### config.mk
export PLATFORM = sky130hd
export DESIGN_NAME = bsg_credit_pool_arbiter_flat
export DESIGN_NICKNAME = d
export VERILOG_FILES = /design/src/rtl/bsg_credit_pool_arbiter_if.sv /design/src/rtl/bsg_credit_pool_arbiter.sv /design/src/flat_wrapper.sv
export SDC_FILE = /design/constraint.sdc
export NUM_CORES = 1
export LEC_CHECK = 0
export ABC_CLOCK_PERIOD_IN_PS = 5400
export BUFFER_PORTS_ARGS = -buffer_cell sky130_fd_sc_hd__buf_4
export CAP_MARGIN = 40
export CORE_MARGIN = 2
export CORE_UTILIZATION = 52
export DETAILED_ROUTE_END_ITERATION = 10
export HOLD_SLACK_MARGIN = 0.1
export PLACE_DENSITY = 0.78
export SKIP_CTS_REPAIR_TIMING = 1
export SLEW_MARGIN = 25
export SYNTH_ARGS = -nofsm -noshare
export SYNTH_HDL_FRONTEND = slang
export SYNTH_SLANG_ARGS = --single-unit
### constraint.sdc
create_clock -name clk_i -period 5.4 [get_ports clk_i]
set_clock_uncertainty 0.15 [all_clocks]
set_input_delay 1.08 -clock clk_i [delete_from_list [all_inputs] [get_ports clk_i]]
set_output_delay 1.08 -clock clk_i [all_outputs]
set_load 0.01 [all_outputs]
### src/rtl/bsg_credit_pool_arbiter_if.sv
// bsg_credit_pool_arbiter_if
//   Bundles the request/grant, credit-return, drain and status signals of
//   bsg_credit_pool_arbiter. The owner/requester side uses the master modport;
//   the arbiter uses the slave modport.
//   v_i             requester valids (one bit per requester)
//   yumi_o          one-hot grant, taken in the same cycle
//   grant_id_o      binary index of the granted requester (0 when idle)
//   credit_return_i one outstanding transaction completed
//   drain_i         level request to stop granting and quiesce
//   count_o         registered outstanding-credit count
//   full_o/empty_o  count at maximum / at zero
//   drained_o       pool is quiesced
//   underflow_o     sticky: a return arrived with nothing outstanding
interface bsg_credit_pool_arbiter_if #(
  parameter int num_req_p     = 4,
  parameter int max_credits_p = 8
);
  localparam int lg_credits_lp = $clog2(max_credits_p + 1);
  localparam int lg_req_lp     = (num_req_p > 1) ? $clog2(num_req_p) : 1;

  logic [num_req_p-1:0]     v_i;
  logic [num_req_p-1:0]     yumi_o;
  logic [lg_req_lp-1:0]     grant_id_o;
  logic                     credit_return_i;
  logic                     drain_i;
  logic [lg_credits_lp-1:0] count_o;
  logic                     full_o;
  logic                     empty_o;
  logic                     drained_o;
  logic                     underflow_o;

  modport master (
    output v_i, credit_return_i, drain_i,
    input  yumi_o, grant_id_o, count_o, full_o, empty_o, drained_o, underflow_o
  );

  modport slave (
    input  v_i, credit_return_i, drain_i,
    output yumi_o, grant_id_o, count_o, full_o, empty_o, drained_o, underflow_o
  );
endinterface

### src/rtl/bsg_credit_pool_arbiter.sv
// bsg_credit_pool_arbiter
//   Shares a pool of max_credits_p outstanding-transaction credits among
//   num_req_p requesters with round-robin priority. An up/down counter tracks
//   outstanding grants; a RUN/DRAIN/DRAINED state machine lets the owner stop
//   new grants and wait for the pool to empty.
//   clk_i    clock, all state updates on the rising edge
//   reset_i  synchronous active-high reset
//   bus      slave side of bsg_credit_pool_arbiter_if (see that file)
module bsg_credit_pool_arbiter #(
  parameter int num_req_p     = 4,
  parameter int max_credits_p = 8
) (
  input logic                      clk_i,
  input logic                      reset_i,
  bsg_credit_pool_arbiter_if.slave bus
);
  localparam int lg_credits_lp = $clog2(max_credits_p + 1);
  localparam int lg_req_lp     = (num_req_p > 1) ? $clog2(num_req_p) : 1;
  localparam logic [lg_credits_lp-1:0] max_cnt_lp  = lg_credits_lp'(max_credits_p);
  localparam logic [lg_req_lp-1:0]     last_rst_lp = lg_req_lp'(num_req_p - 1);

  typedef enum logic [1:0] {RUN = 2'd0, DRAIN = 2'd1, DRAINED = 2'd2} state_e;

  state_e                   state_q, state_d;
  logic [lg_credits_lp-1:0] count_q, count_d;
  logic [lg_req_lp-1:0]     last_q, last_d;
  logic                     underflow_q, underflow_d;

  logic                     grant_en;
  logic                     grant_v;
  logic                     ret_v;
  logic [num_req_p-1:0]     yumi;
  logic [lg_req_lp-1:0]     grant_id;

  // Grants depend only on registered count/state and drain_i, never on the
  // same-cycle credit return, so there is no return-to-grant path.
  assign grant_en = (state_q == RUN) & ~bus.drain_i & (count_q < max_cnt_lp);

  // Round-robin search starting one past the last winner, wrapping.
  always_comb begin
    logic [lg_req_lp-1:0] idx;
    yumi     = '0;
    grant_id = '0;
    grant_v  = 1'b0;
    idx      = '0;
    if (grant_en) begin
      for (int i = 1; i <= num_req_p; i++) begin
        idx = lg_req_lp'((int'(last_q) + i) % num_req_p);
        if (!grant_v && bus.v_i[idx]) begin
          grant_v   = 1'b1;
          yumi[idx] = 1'b1;
          grant_id  = idx;
        end
      end
    end
  end

  // A return with nothing outstanding is ignored by the counter and flagged.
  assign ret_v = bus.credit_return_i & (count_q != '0);

  always_comb begin
    count_d     = count_q;
    last_d      = grant_v ? grant_id : last_q;
    underflow_d = underflow_q | (bus.credit_return_i & (count_q == '0));
    case ({grant_v, ret_v})
      2'b10:   count_d = count_q + lg_credits_lp'(1);
      2'b01:   count_d = count_q - lg_credits_lp'(1);
      default: count_d = count_q;
    endcase
  end

  // Drain state machine; DRAIN exits to DRAINED on the cycle whose update
  // makes the count zero, so a final return is recognised immediately.
  always_comb begin
    state_d = state_q;
    case (state_q)
      RUN: begin
        if (bus.drain_i) state_d = (count_q == '0) ? DRAINED : DRAIN;
      end
      DRAIN: begin
        if (!bus.drain_i)        state_d = RUN;
        else if (count_d == '0)  state_d = DRAINED;
      end
      DRAINED: begin
        if (!bus.drain_i) state_d = RUN;
      end
      default: state_d = RUN;
    endcase
  end

  always_ff @(posedge clk_i) begin
    if (reset_i) begin
      state_q     <= RUN;
      count_q     <= '0;
      last_q      <= last_rst_lp;
      underflow_q <= 1'b0;
    end else begin
      state_q     <= state_d;
      count_q     <= count_d;
      last_q      <= last_d;
      underflow_q <= underflow_d;
    end
  end

  assign bus.yumi_o      = yumi;
  assign bus.grant_id_o  = grant_id;
  assign bus.count_o     = count_q;
  assign bus.full_o      = (count_q == max_cnt_lp);
  assign bus.empty_o     = (count_q == '0);
  assign bus.drained_o   = (state_q == DRAINED);
  assign bus.underflow_o = underflow_q;
endmodule

### src/flat_wrapper.sv
// flat-port wrapper written by rule: the top's interface ports become plain ports
module bsg_credit_pool_arbiter_flat 
#(
  parameter int num_req_p     = 4,
  parameter int max_credits_p = 8
)
  (clk_i, reset_i, bus_v_i, bus_credit_return_i, bus_drain_i, bus_yumi_o, bus_grant_id_o, bus_count_o, bus_full_o, bus_empty_o, bus_drained_o, bus_underflow_o);
  bsg_credit_pool_arbiter_if #(.num_req_p(num_req_p), .max_credits_p(max_credits_p)) bus_i ();
  input logic clk_i;
  input logic reset_i;
  input wire logic [$bits(bus_i.v_i)-1:0] bus_v_i;
  input wire logic [$bits(bus_i.credit_return_i)-1:0] bus_credit_return_i;
  input wire logic [$bits(bus_i.drain_i)-1:0] bus_drain_i;
  output wire logic [$bits(bus_i.yumi_o)-1:0] bus_yumi_o;
  output wire logic [$bits(bus_i.grant_id_o)-1:0] bus_grant_id_o;
  output wire logic [$bits(bus_i.count_o)-1:0] bus_count_o;
  output wire logic [$bits(bus_i.full_o)-1:0] bus_full_o;
  output wire logic [$bits(bus_i.empty_o)-1:0] bus_empty_o;
  output wire logic [$bits(bus_i.drained_o)-1:0] bus_drained_o;
  output wire logic [$bits(bus_i.underflow_o)-1:0] bus_underflow_o;
  assign bus_i.v_i = bus_v_i;
  assign bus_i.credit_return_i = bus_credit_return_i;
  assign bus_i.drain_i = bus_drain_i;
  assign bus_yumi_o = bus_i.yumi_o;
  assign bus_grant_id_o = bus_i.grant_id_o;
  assign bus_count_o = bus_i.count_o;
  assign bus_full_o = bus_i.full_o;
  assign bus_empty_o = bus_i.empty_o;
  assign bus_drained_o = bus_i.drained_o;
  assign bus_underflow_o = bus_i.underflow_o;
  bsg_credit_pool_arbiter #(.num_req_p(num_req_p), .max_credits_p(max_credits_p)) u_core (.clk_i(clk_i), .reset_i(reset_i), .bus(bus_i));
endmodule
==> flow_summary_export.csv <==
group,metric,value,unit
floorplanning,initial_core_util,54.6,%
worst_setup_path,worstPathCellList,"inv_1 > ha_1 > mux4_2 > or2_4 > o31ai_1 > ha_1 > ha_1 > a21o_1 > a21oi_1 > xnor2_1 > a21boi_0 > or4b_2 > a21oi_1",
final_layout,final_core_util,66.7,%
global_routing,gr-total-overflow,0,
synthesis,synth-compound-area-share,19.3,%
min_path,hold_class,"reg2reg",
sta,rsz0062_at_grt,"no",
power_and_ir_drop,p_leak,0.528,nW
clocking,cts.path.max_buffers,2,
sta,finalHoldViolations,0,
clocking,htree_levels,1,
sta,tightest_slew,0.834,ns
route,ant_nets,0,
power_and_ir_drop,ir_drop,0.000359,V
clocking,cts_tree,"done",
clocking,root_buffer,"clkbuf_4",
worst_setup_path,slowest_delay,0.64,ns
route,drt-vias-per-instance,5.91,
worst_setup_path,crit_top_cell,"ha_1",
global_routing,grt_pass1_vias,773,
min_path,holdPathStages,2,
synthesis,synthMuxAreaShare,13.3,%
worst_setup_path,cp.arrival,4.54,ns
power_and_ir_drop,p_int,376,uW
synthesis,synth_seq_cells,9,
synthesis,ys_seq_area_share,19.3,%
power_and_ir_drop,pwr-share-clk,7.1,%
worst_setup_path,required,5.45,ns
synthesis,yosysUniqueCellTypes,37,
outcome,run_status,"finished, final reports clean",
worst_setup_path,cp-start-kind,"flip-flop",
floorplanning,die_area,2150,um2
floorplanning,core_area,1710,um2
synthesis,synthAdderAreaFrac,16.9,%
power_and_ir_drop,powerDensity,647,nW/um2
worst_setup_path,cp_slowest_cell,"or4b_2",
placed_design,gp_congestion,0.905,
clocking,cts-buffers-inserted,3,
floorplanning,ios,22,
clocking,cts.clk_slew.worst_paths,0.06,ns
final_layout,mostFrequentLayoutCell,"buf_4",
route,wl_per_cell,14.3,um
final_layout,diodes,0,
clocking,insertion_delay,0.27,ns
synthesis,yosys_warnings,0,
worst_setup_path,crit_family,"adder cells",
final_layout,fin_nets,148,
power_and_ir_drop,pwr-share-comb,74.8,%
sta,drv_slew,0,
synthesis,synthSimpleGateAreaFrac,25.5,%
sta,setup_viol,0,
final_layout,layout-drive-gt1-share,26.0,%
worst_setup_path,path_buf_inv,1,
power_and_ir_drop,power_frac_seq,18.1,%
synthesis,yosys.area.top_type,"dfxtp_1",
global_routing,track_usage,22.5,%
global_routing,grt_pass1_wl,3420,um
worst_setup_path,path_depth,13,
synthesis,synth_cells,105,
sta,period_share,83.2,%
sta,max-slew-margin-rel,43.9,%
route,drc,0,
job,max_cap_violations,0,
synthesis,synth_ff_type,"dfxtp_1",
floorplanning,die_w,46.3,um
final_layout,area_delta_synth_final,22.3,%
synthesis,synthesis.nets,125,
synthesis,synth_edf_count,0,
final_layout,mostFrequentLayoutCells,"buf_4, nor2_1, ha_1, dfxtp_1, nor2b_1",
worst_setup_path,crit_fanout,11,
sta,period_minus_slack,4.49,ns
route,drt_iter0_drc,20,
floorplanning,core.rowCount,15,
worst_setup_path,crit_type,"reg2reg",
route,vias,899,
sta,max_freq,223,MHz
power_and_ir_drop,switchingPower,362,uW
synthesis,synth_top_area_share,19.3,%
route,wl,2180,um
power_and_ir_drop,p_sw_share,49.0,%
synthesis,synth_area,932,um2
sta,tns,0,ns
route,drtPass1Iterations,4,
placed_design,port_buffers,21,
synthesis,synth_area_per_cell,8.88,um2
synthesis,synth_area_leaders,"dfxtp_1, ha_1, mux4_2, nor2_1, a221oi_1",
global_routing,grt_max_degree,18,
floorplanning,dieHeight,46.3,um
worst_setup_path,r2r_cells,13,
worst_setup_path,end_kind,"flip-flop",
synthesis,synth-xor-area-share,2.82,%
synthesis,synth_top_family_by_area,"simple AND/OR/NAND/NOR gates",
global_routing,antenna_found_initial,0,
synthesis,async_reset_ff_share,0,%
placed_design,dpl.hpwl,1610,um
clocking,clock-sinks,9,
==> cells in the mapped netlist (all sizes together) (4+ instances only) <==
| library cell | count |
|---|---|
| mux4 | 4 |
| dfxtp | 9 |
| o21ai | 4 |
| nor4 | 4 |
| ha | 11 |
| nor2 | 16 |
| a221oi | 5 |
| a22oi | 4 |
| a21oi | 5 |
| nor2b | 6 |
==> through the flow <==
| stage | std cells | cell area (um2) | hold slack, ns | setup WS (ns) | power, mW |
|---|---|---|---|---|---|
| 2_1_floorplan | 105 | 932 | 0.314 | 1.19 | 0.523 |
| 3_3_place_gp | 148 | 1110 | 0.305 | 0.894 | 0.662 |
| 3_5_place_dp | 148 | 1110 | 0.316 | 0.801 | 0.679 |
| 4_1_cts | 152 | 1140 | 0.338 | 0.912 | 0.736 |
| 5_1_grt | 152 | 1140 | 0.363 | 0.667 | 0.801 |
| 6_report | 152 | 1140 | 0.333 | 0.908 | 0.738 |
==> logic make-up after synthesis <==
logic type	after synthesis
xor+xnor	3
mux	7
buf+inv	7
simple gates	41
compound gates	26
fa+ha+maj	12
flops	9
==> cell type report <==
class / instances / area, um2
sequential: 9 / 180
inverter: 3 / 11.3
fill: 146 / 568
timing repair buffer: 22 / 165
multi-input combinational: 89 / 726
clock buffer: 4 / 26.3
tap: 25 / 31.3
==> power groups by stage <==
stage	clock network (mW)	logic [mW]	registers, mW
6_report	0.0527	0.552	0.133
5_1_grt	0.0558	0.608	0.137
4_1_cts	0.0540	0.550	0.132
3_5_place_dp	0	0.545	0.133
3_3_place_gp	0	0.531	0.131
2_1_floorplan	0	0.386	0.137
==> registers in the layout, indices dropped and copies added (netlist names) <==
name,count
u_core.bus.underflow_o,1
u_core.last_q,2
u_core.bus.count_o,4
u_core.state_q,2
==> per-layer routing <==
metal | global-route usage (%) | routed length [um]
met2 | 37.2 | 1080
met5 | 0 | 0
met4 | 5.71 | 21
met1 | 27.9 | 974
met3 | 7.45 | 109
==> final timing paths <==
| path | startpoint | to | slack, ns |
|---|---|---|---|
| setup / recovery | u_core.last_q[1]$_SDFFE_PP1N_ | u_core.state_q[1]$_SDFFE_PP0P_ | 0.91 |
| hold / removal | u_core.bus.underflow_o$_SDFF_PP0_ | u_core.bus.underflow_o$_SDFF_PP0_ | 0.33 |
| setup reg to reg | u_core.last_q[1]$_SDFFE_PP1N_ | u_core.state_q[1]$_SDFFE_PP0P_ | 0.91 |
| hold reg to reg | u_core.bus.underflow_o$_SDFF_PP0_ | u_core.bus.underflow_o$_SDFF_PP0_ | 0.33 |
==> tightest hold or removal path: cells and delay by family (launching register included) <==
family | cells | cell delay [ns]
flip-flops | 1 | 0.33
AND/OR/NAND/NOR | 1 | 0.07
AO/OA/AOI/OAI | 1 | 0.04
Power figures use the tool's default switching activity.
